--- src/rtl/ipf_pkg.sv ---
// Shared definitions for the image processing filter: parameter-word layout,
// LCU/grid geometry, FSM encoding and the pixel address packing used by feeder and filter.
package ipf_pkg;

    localparam int LCU_EDGE   = 16;
    localparam int GRID_EDGE  = 8;
    localparam int PIX_ADDR_W = 14;

    // par_data layout: {type[1:0], band_pos[4:0], wo_class, offset[15:0]}
    localparam int PAR_W          = 24;
    localparam int PAR_OFFSET_LSB = 0;
    localparam int PAR_WO_BIT     = 16;
    localparam int PAR_BAND_LSB   = 17;
    localparam int PAR_TYPE_LSB   = 22;

    typedef struct packed {
        logic [1:0]  typ;
        logic [4:0]  band_pos;
        logic        wo_class;
        logic [15:0] offset;
    } ipf_par_t;

    typedef enum logic [2:0] {
        ST_IDLE,
        ST_PFETCH,
        ST_PLOAD,
        ST_STREAM,
        ST_DRAIN
    } feeder_state_t;

    function automatic logic [PIX_ADDR_W-1:0] pix_addr_pack(
        input logic [2:0] ly,
        input logic [3:0] row,
        input logic [2:0] lx,
        input logic [3:0] col
    );
        return {ly, row, lx, col};
    endfunction

    function automatic ipf_par_t par_unpack(input logic [PAR_W-1:0] raw);
        ipf_par_t p;
        p.typ      = raw[PAR_TYPE_LSB +: 2];
        p.band_pos = raw[PAR_BAND_LSB +: 5];
        p.wo_class = raw[PAR_WO_BIT];
        p.offset   = raw[PAR_OFFSET_LSB +: 16];
        return p;
    endfunction

endpackage

--- src/rtl/ipf_lcu_addr_gen.sv ---
// Col/row/lcu_x/lcu_y counter chain walking the frame LCU by LCU, raster inside each LCU.
module ipf_lcu_addr_gen
    import ipf_pkg::*;
#(
    parameter int LCU_W = LCU_EDGE,
    parameter int GRID  = GRID_EDGE
) (
    input  logic       clk,
    input  logic       reset,
    input  logic       advance,
    output logic [3:0] col,
    output logic [3:0] row,
    output logic [2:0] lcu_x,
    output logic [2:0] lcu_y,
    output logic       first,
    output logic       last
);

    logic col_wrap, row_wrap, lx_wrap, ly_wrap;

    assign col_wrap = (col == 4'(LCU_W - 1));
    assign row_wrap = (row == 4'(LCU_W - 1));
    assign lx_wrap  = (lcu_x == 3'(GRID - 1));
    assign ly_wrap  = (lcu_y == 3'(GRID - 1));

    assign first = (col == 4'd0) && (row == 4'd0);
    assign last  = col_wrap && row_wrap && lx_wrap && ly_wrap;

    always_ff @(posedge clk or posedge reset) begin
        if (reset) begin
            col   <= '0;
            row   <= '0;
            lcu_x <= '0;
            lcu_y <= '0;
        end else if (advance) begin
            col <= col_wrap ? 4'd0 : col + 4'd1;
            if (col_wrap) begin
                row <= row_wrap ? 4'd0 : row + 4'd1;
                if (row_wrap) begin
                    lcu_x <= lx_wrap ? 3'd0 : lcu_x + 3'd1;
                    if (lx_wrap) begin
                        lcu_y <= ly_wrap ? 3'd0 : lcu_y + 3'd1;
                    end
                end
            end
        end
    end

endmodule

--- src/rtl/ipf_lcu_feeder.sv ---
// Streams a 128x128 frame from pixel SRAM to the filter LCU by LCU, with per-LCU
// parameters prefetched from parameter SRAM and a one-entry hold register for busy.
//
// state  | meaning
// IDLE   | waiting for start
// PFETCH | read parameter entry 0
// PLOAD  | capture entry 0 into the shadow register
// STREAM | issue one pixel read per non-busy cycle
// DRAIN  | wait for in-flight/held/output pixels, then pulse done
module ipf_lcu_feeder
    import ipf_pkg::*;
#(
    parameter int LCU_W  = LCU_EDGE,
    parameter int GRID   = GRID_EDGE,
    parameter int ADDR_W = PIX_ADDR_W
) (
    input  logic              clk,
    input  logic              reset,
    input  logic              start,
    input  logic              busy,
    output logic              pix_rd,
    output logic [ADDR_W-1:0] pix_addr,
    input  logic [7:0]        pix_data,
    output logic              par_rd,
    output logic [5:0]        par_addr,
    input  logic [PAR_W-1:0]  par_data,
    output logic              in_en,
    output logic [7:0]        din,
    output logic [1:0]        ipf_type,
    output logic [4:0]        ipf_band_pos,
    output logic              ipf_wo_class,
    output logic [15:0]       ipf_offset,
    output logic [2:0]        lcu_x,
    output logic [2:0]        lcu_y,
    output logic [1:0]        lcu_size,
    output logic              done
);

    localparam logic [5:0] LAST_LCU = 6'(GRID * GRID - 1);

    feeder_state_t state, state_nxt;

    logic [3:0] ag_col, ag_row;
    logic [2:0] ag_lx, ag_ly;
    logic       ag_first, ag_last;
    logic [5:0] lcu_idx;

    logic       par_rd_q;
    ipf_par_t   shadow;
    ipf_par_t   par_out;

    logic       ret_valid, ret_first;
    logic [2:0] ret_lx, ret_ly;

    logic       hold_full, hold_first;
    logic [7:0] hold_data;
    ipf_par_t   hold_par;
    logic [2:0] hold_lx, hold_ly;

    logic       take_hold, ret_to_out, ret_to_hold;
    logic       out_empty, done_set;

    ipf_lcu_addr_gen #(
        .LCU_W (LCU_W),
        .GRID  (GRID)
    ) u_addr_gen (
        .clk     (clk),
        .reset   (reset),
        .advance (pix_rd),
        .col     (ag_col),
        .row     (ag_row),
        .lcu_x   (ag_lx),
        .lcu_y   (ag_ly),
        .first   (ag_first),
        .last    (ag_last)
    );

    assign lcu_idx   = {ag_ly, ag_lx};
    assign pix_addr  = ADDR_W'(pix_addr_pack(ag_ly, ag_row, ag_lx, ag_col));
    assign out_empty = !ret_valid && !hold_full && !in_en;

    always_ff @(posedge clk or posedge reset) begin
        if (reset) state <= ST_IDLE;
        else       state <= state_nxt;
    end

    always_comb begin
        state_nxt = state;
        case (state)
            ST_IDLE:   if (start) state_nxt = ST_PFETCH;
            ST_PFETCH: state_nxt = ST_PLOAD;
            ST_PLOAD:  state_nxt = ST_STREAM;
            ST_STREAM: if (pix_rd && ag_last) state_nxt = ST_DRAIN;
            ST_DRAIN:  if (out_empty) state_nxt = ST_IDLE;
            default:   state_nxt = ST_IDLE;
        endcase
    end

    // The first pixel of LCU k also prefetches the parameters of LCU k+1.
    always_comb begin
        pix_rd   = 1'b0;
        par_rd   = 1'b0;
        par_addr = 6'd0;
        done_set = 1'b0;
        case (state)
            ST_PFETCH: par_rd = 1'b1;
            ST_STREAM: begin
                pix_rd = !busy;
                if (!busy && ag_first && (lcu_idx != LAST_LCU)) begin
                    par_rd   = 1'b1;
                    par_addr = lcu_idx + 6'd1;
                end
            end
            ST_DRAIN:  done_set = out_empty;
            default:   ;
        endcase
    end

    always_ff @(posedge clk or posedge reset) begin
        if (reset) begin
            par_rd_q  <= 1'b0;
            shadow    <= '0;
            ret_valid <= 1'b0;
            ret_first <= 1'b0;
            ret_lx    <= '0;
            ret_ly    <= '0;
            done      <= 1'b0;
        end else begin
            par_rd_q  <= par_rd;
            if (par_rd_q) shadow <= par_unpack(par_data);
            ret_valid <= pix_rd;
            if (pix_rd) begin
                ret_first <= ag_first;
                ret_lx    <= ag_lx;
                ret_ly    <= ag_ly;
            end
            done <= done_set;
        end
    end

    // A held entry always leaves before newer data, so order is kept. The shadow is
    // sampled when a tagged pixel returns, before the next prefetch overwrites it.
    assign take_hold   = !busy && hold_full;
    assign ret_to_out  = !busy && !hold_full && ret_valid;
    assign ret_to_hold = ret_valid && !ret_to_out;

    always_ff @(posedge clk or posedge reset) begin
        if (reset) begin
            hold_full  <= 1'b0;
            hold_first <= 1'b0;
            hold_data  <= '0;
            hold_par   <= '0;
            hold_lx    <= '0;
            hold_ly    <= '0;
        end else if (ret_to_hold) begin
            hold_full  <= 1'b1;
            hold_first <= ret_first;
            hold_data  <= pix_data;
            hold_par   <= shadow;
            hold_lx    <= ret_lx;
            hold_ly    <= ret_ly;
        end else if (take_hold) begin
            hold_full  <= 1'b0;
        end
    end

    always_ff @(posedge clk or posedge reset) begin
        if (reset) begin
            in_en   <= 1'b0;
            din     <= '0;
            par_out <= '0;
            lcu_x   <= '0;
            lcu_y   <= '0;
        end else begin
            in_en <= take_hold || ret_to_out;
            if (take_hold) begin
                din <= hold_data;
                if (hold_first) begin
                    par_out <= hold_par;
                    lcu_x   <= hold_lx;
                    lcu_y   <= hold_ly;
                end
            end else if (ret_to_out) begin
                din <= pix_data;
                if (ret_first) begin
                    par_out <= shadow;
                    lcu_x   <= ret_lx;
                    lcu_y   <= ret_ly;
                end
            end
        end
    end

    assign ipf_type     = par_out.typ;
    assign ipf_band_pos = par_out.band_pos;
    assign ipf_wo_class = par_out.wo_class;
    assign ipf_offset   = par_out.offset;
    assign lcu_size     = 2'd0;

endmodule

--- config.mk ---
export PLATFORM = sky130hd
export DESIGN_NAME = ipf_lcu_feeder
export DESIGN_NICKNAME = d
export VERILOG_FILES = /design/src/rtl/ipf_pkg.sv /design/src/rtl/ipf_lcu_addr_gen.sv /design/src/rtl/ipf_lcu_feeder.sv
export SDC_FILE = /design/constraint.sdc
export NUM_CORES = 1
export LEC_CHECK = 0
export BUFFER_PORTS_ARGS = -buffer_cell sky130_fd_sc_hd__buf_2
export CORE_MARGIN = 5
export CORE_UTILIZATION = 56
export DETAILED_ROUTE_END_ITERATION = 12
export GPL_TIMING_DRIVEN = 0
export PLACE_DENSITY = 0.79
export SLEW_MARGIN = 20
export SYNTH_ARGS = -nofsm -noshare
export SYNTH_HDL_FRONTEND = slang
export SYNTH_HIERARCHICAL = 1
export SYNTH_SLANG_ARGS = --single-unit
--- constraint.sdc ---
create_clock -name clk -period 3.8 [get_ports clk]
set_input_delay 0.38 -clock clk [delete_from_list [all_inputs] [get_ports clk]]
set_output_delay 0.38 -clock clk [all_outputs]
set_load 0.02 [all_outputs]
Word-level counts from Yosys, hierarchy flattened
Index checks and enable logic that the tools add are counted.
Word-level totals
  register bits: 130
  latch bits: 0
  memory bits (writable): 0
  ROM bits: 0
  bits of input ports: 36
  output and inout bits: 64
  logic and storage cells: 110
  memories: 0
Cells by class
  $add $sub $neg: 5
  multipliers: 0
  div/mod/pow operators: 0
  magnitude comparators: 0
  equality and inequality tests: 13
  shift operators: 0
  muxes and demuxes: 30
  bitwise operators: 0
  reduce and logical (&&, ||, !) cells: 30
Operators by type and width (count)
  $mux 24: 4
  $mux 3: 13
  $mux 8: 2
  $pmux 3 s5: 1
  $logic_and 1x1->1: 13
  $mux 6: 2
  $eq 3x3->1 const B: 3
  $reduce_and 3->1: 3
  $add 4x1->4 const B: 2
  $eq 4x4->1 const B: 2
  $logic_not 4->1: 2
  $mux 4: 2
  $ne 2x2->1 const B: 4
  $add 3x1->3 const B: 2
  $add 6x1->6 const B: 1
  $eq 3x2->1 const B: 2
  $ne 6x6->1 const B: 1
  $reduce_bool 2->1: 3
  $logic_not 1->1: 5
  $mux 1: 5
  $reduce_and 4->1: 1
  $eq 3x1->1 const B: 1
  $logic_not 3->1: 1
  $pmux 1 s2: 1
  2 further kinds: 2

Depth between registers and ports, before layout
  depth in word-level cells: 7
  mapped depth: 7
  gate-level depth less buffers: 7

Modules after synthesis
Netlist, hierarchy kept.
Modules (own cells, without submodules)
  ipf_lcu_feeder: times used 1, cells each 352, area each 5072.4 um2
  ipf_lcu_addr_gen: times used 1, cells each 68, area each 750.7 um2

Worst setup path before layout
No wires, ideal clock.
  path type: register to output
  start point: register u_addr_gen.col[3]
  end point: output port par_addr[5]
  arrival time: 1.675 ns
  required time: 3.420 ns
  path slack: 1.745 ns
  stages on the path, launching flop included: 6
  path buffers: 0
  path through: dfrtp_1 nor4_1 and3_1 nor2b_1 o2111ai_1 a21oi_1
On the way
  word-level cells in the longest chain between the ends: 6
RTL lines
  start, declared: line ipf_lcu_addr_gen.sv:11  | output logic [3:0] col,
  start signal, assigned: line ipf_lcu_addr_gen.sv:36  | col <= col_wrap ? 4'd0 : col + 4'd1;
  $logic_not 4->1: line ipf_lcu_addr_gen.sv:26  | assign first = (col == 4'd0) && (row == 4'd0);
  $logic_and 1x1->1: line ipf_lcu_addr_gen.sv:26
  net ag_first: line ipf_lcu_feeder.sv:45  | logic ag_first, ag_last;
  $logic_and 1x1->1 (2 in a row): line ipf_lcu_feeder.sv:109  | if (!busy && ag_first && (lcu_idx != LAST_LCU)) begin
  $mux 6: line ipf_lcu_feeder.sv:109
  $mux 6: line ipf_lcu_feeder.sv:105  | case (state)
  end, declared: line ipf_lcu_feeder.sv:25  | output logic [5:0] par_addr,
The timed path passes the listed nets, and every way through them passes these cells.

Final worst setup path
Same ends and word-level chain as after synthesis.

==> results.yml <==
run_status:
  status: "completed"
routing:
  drtPass1Iterations: 4
  via_per_inst: 5.394
  wirelength_mm: 11.76
  antenna_left: 0
  wl_per_cell_um: 17.11
  drt_iter0_markers: 119
  vias: 3706
  drcViolationCount: 0
critical_path:
  rr_worst_depth: 5
  endpoint_kind: "output pin"
  arrival_ps: 2390
  crit_family: "simple AND/OR/NAND/NOR gates"
  r2r_slack_ps: 1860
  crit-reg2reg-capture: "u_addr_gen/lcu_x[1]"
  cp_max_fo: 7
  r2r-start: "state[0]"
  critPathKind: "flop to output pin"
  critPathBufInv: 1
  path_cells: "nor4_1 -> and3_1 -> nor2b_1 -> o2111ai_1 -> a21oi_1 -> buf_2"
  cp_data_required_time_ps: 3420
  crit_slowest_cell: "dfrtp_1"
  max_stage_delay_ps: 460
  critical_path.startpoint_type: "flop"
sta:
  max_freq_ghz: 0.3605
  finalSetupViolCount: 0
  period_share_pct: 72.99
  worst_pin_slew_ps: 533.5
  rsz0062_at_grt: "false"
  slew_violations: 0
  period_needed_ps: 2774
  skew_ps: 4.700
  hold_ws_ps: 90.15
  finalHoldViolations: 0
  slew_headroom_pct: 64.39
  finalSetupTns_ps: 0
clock_network:
  cts_tree: "built"
  clkLatencyLatePin_ps: 520
  cts_made_buffers: 17
  cts_num_sinks: 130
  cts_buffer_depth: 2
  htree_levels: 4
  cts_resized: 0
  clk_root_buffer_cell: "clkbuf_8"
  cts.clk_slew.worst_paths_ps: 60
place:
  place.gp.congestion: 0.8101
  port-buffer-count: 96
  placed_area_um2: 6510
  place_hpwl_mm: 8.196
floorplan:
  fp.dieW_um: 112.0
  dieArea_um2: 12540
  io_pins: 100
  start_util_pct: 56.92
  dieHeight_um: 112.0
  rows: 37
  core_um2: 10230
layout:
  nets: 583
  fin_util_pct: 69.49
  areaGrowthSynthToFinish_pct: 22.09
  diodes: 0
  drive_gt1_share_pct: 51.18
  final_cell_mix: "dfrtp_1, mux2_2, buf_2"
  fin_area_um2: 7109
  final_common_cell: "dfrtp_1"
synthesis:
  synth_cells: 420
  synth-edff-count: 0
  postSynth.asyncResetShare_pct: 100.0
  ys_warn_count: 6
  synth_seq_area_share_pct: 55.87
  yosys.area.top_type: "dfrtp_1"
  syn_area_per_cell_um2: 13.86
  syn_area_um2: 5823
  ys_types: 39
  synthTopCellsByArea: "dfrtp_1, mux2_2, mux2_4"
  synth_top_area_share_pct: 55.87
  synth_ff_type: "dfrtp_1"
  ys_ff_latch: 130
grt:
  antenna_found_initial: 0
  grt_overflow: 0
  grt_max_degree: 64
  grt_usage_pct: 20.32
  grt_pass1_wl_mm: 20.08
  grt_pass1_vias: 4034
worst_hold_path:
  hold_path_end: "shadow[21]"
  hp-class: "input pin to flop"
  whs_path_depth: 2
  min_from: "par_data[21]"
flow_run:
  drv_cap: 0
pwr:
  peakVddDrop_v: 0.0004699
  leakage_uw: 0.003416
  p_per_area_nw_per_um2: 695.4
  p_total_uw: 4944
==> stage by stage <==
stage                     setup WS [ps]  instances
final                              1026        687
after global routing              848.3        687
after CTS                          1011        687
after detailed placement           1605        654
after global placement           -836.4        653
after floorplan                   347.6        421
==> sequential cells by signal, indices dropped and copies added (netlist names), 2 cells and up <==
name	count
hold_lx	3
lcu_y	3
hold_data	8
u_addr_gen/row	4
ret_lx	3
ret_ly	3
hold_par	24
ipf_type	2
ipf_offset	16
u_addr_gen/lcu_y	3
din	8
ipf_band_pos	5
u_addr_gen/col	4
hold_ly	3
u_addr_gen/lcu_x	3
state	3
lcu_x	3
shadow	24
==> worst max-delay path by stage <==
stage / startpoint / endpoint / slack (ps) / cells past startpoint
CTS: u_addr_gen/col[3] / par_addr[5] / 1010 / 6
floorplan: reset / din[0] / 350 / 1
global placement: reset / ipf_offset[7] / -840 / 2
detailed placement: u_addr_gen/col[3] / par_addr[5] / 1600 / 6
global route: u_addr_gen/row[2] / par_addr[1] / 850 / 6
finish: u_addr_gen/col[3] / par_addr[5] / 1030 / 6
==> where the power goes <==
| part | switching, µW | leakage [µW] | internal (µW) |
|---|---|---|---|
| clock | 577 | 0.000286 | 1020 |
| sequential | 295 | 0.00162 | 1820 |
| combinational | 561 | 0.00151 | 680 |
==> synth_stat cells (all sizes together) (3+ instances only) <==
cell	number
a21oi	14
a22oi	8
buf	17
clkbuf	5
dfrtp	130
ha	9
inv	10
mux2	134
nand2	14
nand3	6
nand4	3
nor2	14
nor2b	13
nor3	3
o21ai	20
xnor2	3
==> metal layers <==
metal | wire length, µm | GRT usage (%) | vias up
met1 | 5194 | 25.78 | 1863
met4 | 258 | 9.776 | 0
met2 | 5715 | 31.97 | 95
li1 | - | - | 1726
met3 | 586 | 6.141 | 22
met5 | 0 | 0 | -
==> area by class of cell <==
cell class / count / area (µm²)
Sequential cell: 130 / 3253
Fill cell: 722 / 3122
Multi-Input combinational cell: 259 / 2391
Timing Repair Buffer: 98 / 518.0
Clock buffer: 23 / 486.7
Tap cell: 136 / 170.2
Buffer: 22 / 145.1
Clock inverter: 9 / 102.6
Inverter: 10 / 42.54
==> kinds of logic (layout without fill, tap and decap cells) <==
| family | count (synthesis) | in the layout | share of synthesized area, % |
|---|---|---|---|
| fa+ha+maj | 10 | 10 | 2.106 |
| mux | 134 | 134 | 27.46 |
| simple gates | 63 | 63 | 6.231 |
| other cells | 1 | 2 | 0.06440 |
| flops | 130 | 130 | 55.87 |
| buf+inv | 32 | 162 | 3.137 |
| xor+xnor | 5 | 5 | 0.7522 |
| compound gates | 45 | 45 | 4.384 |
==> timing repair <==
action / CTS / global route
setup buffers: 0 / 0
endpoints found under the hold margin: 67 / 0
hold buffers: 1 / 0
(Power assumes the default switching activity.)
